[config.mk]
export PLATFORM = sky130hd
export DESIGN_NAME = spram_sample_fifo
export DESIGN_NICKNAME = d
export VERILOG_FILES = /design/src/rtl/spram_fifo_pkg.sv /design/src/rtl/spram_fifo_outbuf.sv /design/src/rtl/spram_sample_fifo.sv
export SDC_FILE = /design/constraint.sdc
export NUM_CORES = 1
export LEC_CHECK = 0
export ABC_AREA = 1
export BUFFER_PORTS_ARGS = -buffer_cell sky130_fd_sc_hd__buf_2
export CORE_UTILIZATION = 25
export CTS_BUF_LIST = sky130_fd_sc_hd__clkbuf_8 sky130_fd_sc_hd__clkbuf_16
export CTS_CLUSTER_DIAMETER = 200
export DETAILED_ROUTE_END_ITERATION = 12
export SETUP_SLACK_MARGIN = 0.4
export SLEW_MARGIN = 20
export SYNTH_ARGS = -nofsm -noshare
export SYNTH_HDL_FRONTEND = slang
export SYNTH_SLANG_ARGS = --single-unit
[constraint.sdc]
create_clock -name clk -period 6.5 [get_ports clk]
set_clock_uncertainty 0.05 [all_clocks]
set_input_delay 1.3 -clock clk [delete_from_list [all_inputs] [get_ports clk]]
set_output_delay 1.3 -clock clk [all_outputs]
set_load 0.01 [all_outputs]
[src/rtl/spram_fifo_pkg.sv]
// Shared defaults and types for the single-port-RAM backed sample FIFO.
// Optional status flags are enabled by defining SPRAM_FIFO_STATUS_EN.
package spram_fifo_pkg;

   localparam int ADDR_WIDTH_DEF = 9;
   localparam int DATA_WIDTH_DEF = 16;
   localparam int RD_LATENCY_DEF = 2;
   localparam int OUT_DEPTH      = RD_LATENCY_DEF + 2;

   // Which side wins the next cycle where both write and read want the RAM.
   typedef enum logic {
      PRIO_WR = 1'b0,
      PRIO_RD = 1'b1
   } prio_t;

   // The output buffer must absorb every read in flight plus two held samples.
   function automatic int out_depth(input int rd_latency);
      return rd_latency + 2;
   endfunction

endpackage

[src/rtl/spram_fifo_outbuf.sv]
// Small register FIFO that holds samples returned by the RAM until the
// consumer takes them; head entry is always visible on head_data.
module spram_fifo_outbuf
   import spram_fifo_pkg::*;
#(
   parameter int DATA_WIDTH = DATA_WIDTH_DEF,
   parameter int DEPTH      = OUT_DEPTH,
   parameter int CNT_W      = $clog2(DEPTH + 1)
) (
   input  logic                  clk,
   input  logic                  rst_n,
   input  logic                  push,
   input  logic [DATA_WIDTH-1:0] push_data,
   input  logic                  pop,
   output logic [DATA_WIDTH-1:0] head_data,
   output logic [CNT_W-1:0]      count
);

   localparam int PTR_W = (DEPTH > 1) ? $clog2(DEPTH) : 1;

   logic [DATA_WIDTH-1:0] mem [DEPTH];
   logic [PTR_W-1:0]      wr_idx;
   logic [PTR_W-1:0]      rd_idx;

   function automatic logic [PTR_W-1:0] next_idx(input logic [PTR_W-1:0] idx);
      return (idx == PTR_W'(DEPTH - 1)) ? '0 : idx + PTR_W'(1);
   endfunction

   // Storage is cleared on reset so the head reads as zero until refilled.
   always_ff @(posedge clk or negedge rst_n) begin
      if (!rst_n) begin
         for (int i = 0; i < DEPTH; i++) mem[i] <= '0;
         wr_idx <= '0;
         rd_idx <= '0;
         count  <= '0;
      end else begin
         if (push) begin
            mem[wr_idx] <= push_data;
            wr_idx      <= next_idx(wr_idx);
         end
         if (pop) rd_idx <= next_idx(rd_idx);
         count <= count + CNT_W'(push) - CNT_W'(pop);
      end
   end

   assign head_data = mem[rd_idx];

endmodule

[src/rtl/spram_sample_fifo.sv]
// Sample FIFO storing data in an external single-port RAM, sharing the port
// between writes and reads. Status flags exist only with SPRAM_FIFO_STATUS_EN.
module spram_sample_fifo
   import spram_fifo_pkg::*;
#(
   parameter int ADDR_WIDTH = ADDR_WIDTH_DEF,
   parameter int DATA_WIDTH = DATA_WIDTH_DEF,
   parameter int RD_LATENCY = RD_LATENCY_DEF
) (
   input  logic                  clk,
   input  logic                  rst_n,
   input  logic                  wr_valid,
   input  logic [DATA_WIDTH-1:0] wr_data,
   output logic                  wr_ready,
   output logic                  rd_valid,
   output logic [DATA_WIDTH-1:0] rd_data,
   input  logic                  rd_ready,
   output logic [ADDR_WIDTH+1:0] level,
   output logic [ADDR_WIDTH-1:0] ram_addr,
   output logic [DATA_WIDTH-1:0] ram_wr_data,
   output logic                  ram_wr_en,
   input  logic [DATA_WIDTH-1:0] ram_rd_data,
   output logic                  ovf_flag,
   output logic                  udf_flag,
   input  logic                  flag_clr
);

   localparam int DEPTH = 2 ** ADDR_WIDTH;
   localparam int OBUF  = out_depth(RD_LATENCY);
   localparam int CNT_W = $clog2(OBUF + 1);
   localparam int LVL_W = ADDR_WIDTH + 2;

   logic [ADDR_WIDTH-1:0] wr_ptr;
   logic [ADDR_WIDTH-1:0] rd_ptr;
   logic [ADDR_WIDTH-1:0] addr_q;
   logic [ADDR_WIDTH:0]   ram_cnt;
   logic [RD_LATENCY-1:0] rd_pipe;
   logic [CNT_W-1:0]      inflight;
   logic [CNT_W-1:0]      out_occ;
   prio_t                 prio;
   logic                  run;
   logic                  full;
   logic                  rd_req;
   logic                  wr_fire;
   logic                  rd_issue;
   logic                  contention;
   logic                  take;

   // A read is only requested if the output buffer can hold it on return,
   // so captured samples never need back-pressure.
   always_comb begin
      inflight = '0;
      for (int i = 0; i < RD_LATENCY; i++) inflight = inflight + CNT_W'(rd_pipe[i]);
   end

   assign full       = (ram_cnt == (ADDR_WIDTH + 1)'(DEPTH));
   assign rd_req     = (ram_cnt != '0) &&
                       ((LVL_W'(out_occ) + LVL_W'(inflight)) < LVL_W'(OBUF));
   assign wr_ready   = run && !full && (!rd_req || (prio == PRIO_WR));
   assign wr_fire    = wr_valid && wr_ready;
   assign rd_issue   = rd_req && !wr_fire;
   assign contention = run && wr_valid && !full && rd_req;
   assign take       = rd_valid && rd_ready;

   assign ram_wr_en   = wr_fire;
   assign ram_wr_data = wr_data;
   assign ram_addr    = wr_fire ? wr_ptr : (rd_issue ? rd_ptr : addr_q);

   // run delays write acceptance until the first edge after reset release.
   always_ff @(posedge clk or negedge rst_n) begin
      if (!rst_n) begin
         run     <= 1'b0;
         wr_ptr  <= '0;
         rd_ptr  <= '0;
         addr_q  <= '0;
         ram_cnt <= '0;
         rd_pipe <= '0;
         prio    <= PRIO_WR;
      end else begin
         run     <= 1'b1;
         addr_q  <= ram_addr;
         rd_pipe <= (rd_pipe << 1) | RD_LATENCY'(rd_issue);
         ram_cnt <= ram_cnt + (ADDR_WIDTH + 1)'(wr_fire) - (ADDR_WIDTH + 1)'(rd_issue);
         if (wr_fire)  wr_ptr <= wr_ptr + ADDR_WIDTH'(1);
         if (rd_issue) rd_ptr <= rd_ptr + ADDR_WIDTH'(1);
         if (contention) prio <= (prio == PRIO_WR) ? PRIO_RD : PRIO_WR;
      end
   end

   spram_fifo_outbuf #(
      .DATA_WIDTH (DATA_WIDTH),
      .DEPTH      (OBUF),
      .CNT_W      (CNT_W)
   ) u_outbuf (
      .clk       (clk),
      .rst_n     (rst_n),
      .push      (rd_pipe[RD_LATENCY-1]),
      .push_data (ram_rd_data),
      .pop       (take),
      .head_data (rd_data),
      .count     (out_occ)
   );

   assign rd_valid = (out_occ != '0);
   assign level    = LVL_W'(ram_cnt) + LVL_W'(inflight) + LVL_W'(out_occ);

`ifdef SPRAM_FIFO_STATUS_EN
   logic ovf_q;
   logic udf_q;

   // Sticky error flags; a new event in the clearing cycle keeps the flag set.
   always_ff @(posedge clk or negedge rst_n) begin
      if (!rst_n) begin
         ovf_q <= 1'b0;
         udf_q <= 1'b0;
      end else begin
         if (wr_valid && full)       ovf_q <= 1'b1;
         else if (flag_clr)          ovf_q <= 1'b0;
         if (rd_ready && !rd_valid)  udf_q <= 1'b1;
         else if (flag_clr)          udf_q <= 1'b0;
      end
   end

   assign ovf_flag = ovf_q;
   assign udf_flag = udf_q;
`else
   logic unused_flag_clr;
   assign unused_flag_clr = flag_clr;
   assign ovf_flag = 1'b0;
   assign udf_flag = 1'b0;
`endif

endmodule
* Word level (Yosys, flattened, before mapping) *
Index checks and enable logic that the tools add are counted.

operators by class
  eq/ne operators = 3
  add/subtract/negate cells = 12
  reduce and logical (&&, ||, !) cells = 16
  bitwise gates (word level) = 4
  multiplexer cells = 11
  order comparisons = 4

operators with widths
  kind                  count
  $bwmux 64             1
  $mux 16               3
  $bmux 16 s2           1
  $demux 16 s2          1
  $add 9x1->9 const B   2
  $mux 9                2
  $add 10x2->11         1
  $add 11x3->11         1
  $add 10x1->10         1
  $eq 10x10->1 const B  1
  $logic_and 1x1->1     10
  $reduce_bool 10->1    1
  $sub 10x1->10         1
  $ge 3x3->1 const B    2
  $not 2->3             2
  $add 2x1->2 const B   2
  $add 3x2->4           1
  $eq 2x2->1 const B    2
  $lt 4x3->1 const B    1
  $mux 2                2
  $add 3x1->3           1
  $logic_not 1->1       3
  $lt 3x1->1 const B    1
  $reduce_bool 3->1     1
  other kinds (6)       6

word-level totals
  input port bits = 37
  bits in registers = 112
  word-level logic and storage cells = 64
  output and inout bits = 57

* Longest topological paths before layout *
  word-level depth = 12
  gate-level depth with buffers = 19
  gate-level depth less buffers = 19

* Modules after synthesis *
A second synthesis with hierarchy kept.

second synthesis, totals
  cell total of the unflattened synthesis = 823
  area, all modules = 6,424.9 um^2

by module, submodules not included
  module             sequential area each (um^2)  cells each  instances  area each (um^2)
  spram_fifo_outbuf  1,776.7                      451         1          3,428.3
  spram_sample_fifo  1,026.0                      372         1          2,996.6

* Least setup slack after synthesis *
OpenSTA, ideal clock, no wires.

  path kind = reg2out
  start point = register rd_pipe[1]
  end point = output port level[9]
  arrival time = 2.325 ns
  slack = 2.825 ns
  path buffers = 0
  cell stages (with the launch flop) = 9
  data required time = 5.150 ns
  cell sequence = dfrtp_1 -> ha_1 -> fa_1 -> ha_1 -> inv_1 -> fa_1 -> o21ai_0 -> nand2_1 -> xor2_1

between the ends
  word-level cells in the longest chain between the ends = 3

ends and longest elaborated chain
  item                    line                      source
  start, declared         spram_sample_fifo.sv:37   logic [RD_LATENCY-1:0] rd_pipe;
  start signal, assigned  spram_sample_fifo.sv:82   rd_pipe <= (rd_pipe << 1) | RD_LATENCY'(rd_issue);
  $add 1x1->2             spram_sample_fifo.sv:53   for (int i = 0; i < RD_LATENCY; i++) inflight = inflight + CNT_W'(rd_pipe[i]);
  $add 10x2->11           spram_sample_fifo.sv:105  assign level = LVL_W'(ram_cnt) + LVL_W'(inflight) + LVL_W'(out_occ);
  $add 11x3->11           spram_sample_fifo.sv:105
  end, declared           spram_sample_fifo.sv:18   output logic [ADDR_WIDTH+1:0] level,

No other way between the ends.

* Worst setup path in the final report *
Ends and elaborated chain as after synthesis.

==> reports/results.tsv <==
metric	value	unit
Critical Path Source Type	register	
Ports	94	
relative slew slack	0.2803	
max_cap viols	0	
Post-synth top flop	dfrtp_1	
crit end category	output port	
TritonRoute pass-1 iters	5	
placer's final routability congestion estimate	0.7910	
RSZ-0062 raised after global routing	false	
Sink Count	112	
Final nets	811	
WL per Instance	12.50	microns
mapped cell area	6025	sq um
antenna cell count	0	
H-tree level count	3	
status	finished, final reports clean	
Period minus WS final	4.494	ns
global-route wire length before repair	22.34	mm
top cell type's share of synthesized area	0.4652	
combinational fraction of design power	0.507	
Initial DRC Count	289	
PnR worst setup slack	2.006	ns
clock share of power	0.147	
vias per inst	4.280	
CTS root buf	clkbuf_16	
WL final	13.23	mm
die area	24720	sq um
initial antenna violation count	0	
Least-Margin Pin Slew	1.077	ns
synthesized flop and latch total	112	
Gate Count Post-Synth	705	
DRC viols	0	
Pint	2008	uW
most common cell after layout, fill and taps aside	nand2_1	
Synth area leader	dfrtp_1	
ranking of synthesized cells by area	dfrtp_1 47%, nand2_1 9.3%, o21ai_0 9.1%	
Max VDD drop	0.0002704	V
dpl cells	1043	
Final HPWL DP	8.819	mm
CTS Hold Bufs	0	
Avg Cell Area, Syn	8.545	sq um
Die X	157.2	microns
clk buf depth	2	
Synth async-reset ratio	1.000	
fin crit share	0.6914	
CTS tree	yes	
setup violators final	0	
row count	56	
sequential-to-total area share from yosys stat	0.4652	
share of power burned in registers	0.346	
vias in the first global route	4340	
Fmax	0.2225	GHz
Non-Filler Instances	1059	
Worst Setup Path Type	register to output port	
pwr/cell area	543.3	nW/um^2
core area	23540	sq um
critical path fanouts, max	10	
Tot GR Track Use	0.1153	
Die Y	157.2	microns
CP required	5.15	ns
Net Sw Power	1669	uW
post-synthesis cell type count	36	
setup TNS	0	ns
initial core utilization	0.2559	
CTS resizes	0	
CTS clk-pin slew, worst paths	0.07	ns
Hold Path Class	register to register	
dpl ws	2.360	ns
synthesis warning total	0	
P&R area growth vs syn	12.36	%
Setup Fix Bufs, Post-CTS	0	
via total after detailed routing	4532	
largest net degree at the start of global routing	60	
CTS Buf Count	9	
Detail Route Antenna Nets	0	
clk_lat worst skew	0.36	ns
commonest non-fill, non-tap cells in the layout	149 x nand2_1, 112 x dfrtp_1, 109 x o21ai_0	
worst hold slack	0.3480	ns
critical path arrival	3.14	ns
switching fraction of total power	0.4539	
I/O Buffers	58	
share of layout cells above drive strength 1	0.1297	
Slew Viols, Final	0	
number of synthesized flops with an enable pin	0	
GR Overflow Total	0	
final hold vios	0	
leakage	0.003328	uW
[stage by stage]
stage | total power, uW | util | instance area [sq um]
6_report | 3677 | 0.2875 | 6769
4_1_cts | 3740 | 0.2874 | 6766
3_5_place_dp | 3176 | 0.2754 | 6484
3_3_place_gp | 3146 | 0.2754 | 6484
5_1_grt | 4077 | 0.2875 | 6769
2_1_floorplan | 2595 | - | 6028
[flip-flops by register name, indices dropped and copies added, names as in the netlist]
name / flops
u_outbuf.mem: 64
ram_cnt: 10
addr_q: 9
rd_ptr: 9
wr_ptr: 9
u_outbuf.count: 3
rd_pipe: 2
u_outbuf.rd_idx: 2
u_outbuf.wr_idx: 2
prio: 1
run: 1
[worst paths after layout]
kind	slack, ns	end	cells after the start	startpoint
min in group asynchronous	0.95	u_outbuf.mem[4]	1	rst_n
hold reg to reg	0.35	rd_pipe[1]	0	rd_pipe[0]
setup reg to reg	2.91	ram_cnt[8]	18	rd_pipe[1]
setup / recovery	2.01	level[9]	9	rd_pipe[1]
max in group asynchronous	4.26	wr_ptr[6]	2	rst_n
hold / removal	0.35	rd_pipe[1]	0	rd_pipe[0]
[worst max-delay path, stage by stage (launching register included)]
cell     delay (ns)
dfrtp_1        0.50
ha_1           0.27
fa_1           0.51
ha_1           0.18
inv_1          0.06
fa_1           0.41
o21ai_0        0.44
nand2_1        0.12
xor2_1         0.16
buf_2          0.14
[cell type report]
cell class / instances / area (sq um)
clock buffer: 9 / 225.2
clock inverter: 7 / 57.56
fill: 2577 / 16770
inverter: 75 / 291.5
multi-input combinational: 477 / 2685
sequential: 112 / 2803
tap: 319 / 399.1
timing repair buffer: 60 / 307.8
[cells by family after synthesis]
family	count (synthesis)	share of synthesized area
AND/OR/NAND/NOR	264	0.1886
adder cells (fa/ha/maj)	39	0.08723
AO/OA/AOI/OAI	142	0.1254
buffers and inverters	117	0.09013
XOR/XNOR	29	0.04216
other	2	0.001247
flip-flops	112	0.4652
[cells in the mapped netlist (3+ instances only)]
cell and count:
nor2_1 51, inv_1 70, clkbuf_1 19, nand2_1 150, o21ai_1 4, ha_1 34, o22ai_1 17, o21ai_0 109
fa_1 5, buf_6 3, nand3_1 43, nor3_1 3, dfrtp_1 112, nand4_1 3, nand2_2 3, buf_4 19
xnor2_1 12, xor2_1 17, nor2_2 3, a21oi_1 7
[metal layers]
metal | global-route usage | vias to the layer above | wire (microns)
met3 | 0.02863 | 11 | 562
met4 | 0.02774 | 0 | 123
li1 | - | 2317 | -
met2 | 0.1924 | 82 | 6062
met5 | 0 | - | 0
met1 | 0.1488 | 2122 | 6486
[power by group through the flow]
| stage | registers, uW | clock network [uW] | logic [uW] |
|---|---|---|---|
| 2_1_floorplan | 1210 | 0 | 1380 |
| 3_3_place_gp | 1280 | 0 | 1870 |
| 3_5_place_dp | 1290 | 0 | 1890 |
| 4_1_cts | 1270 | 562 | 1910 |
| 5_1_grt | 1320 | 581 | 2170 |
| 6_report | 1270 | 540 | 1860 |
Power figures use the tool's default switching activity.
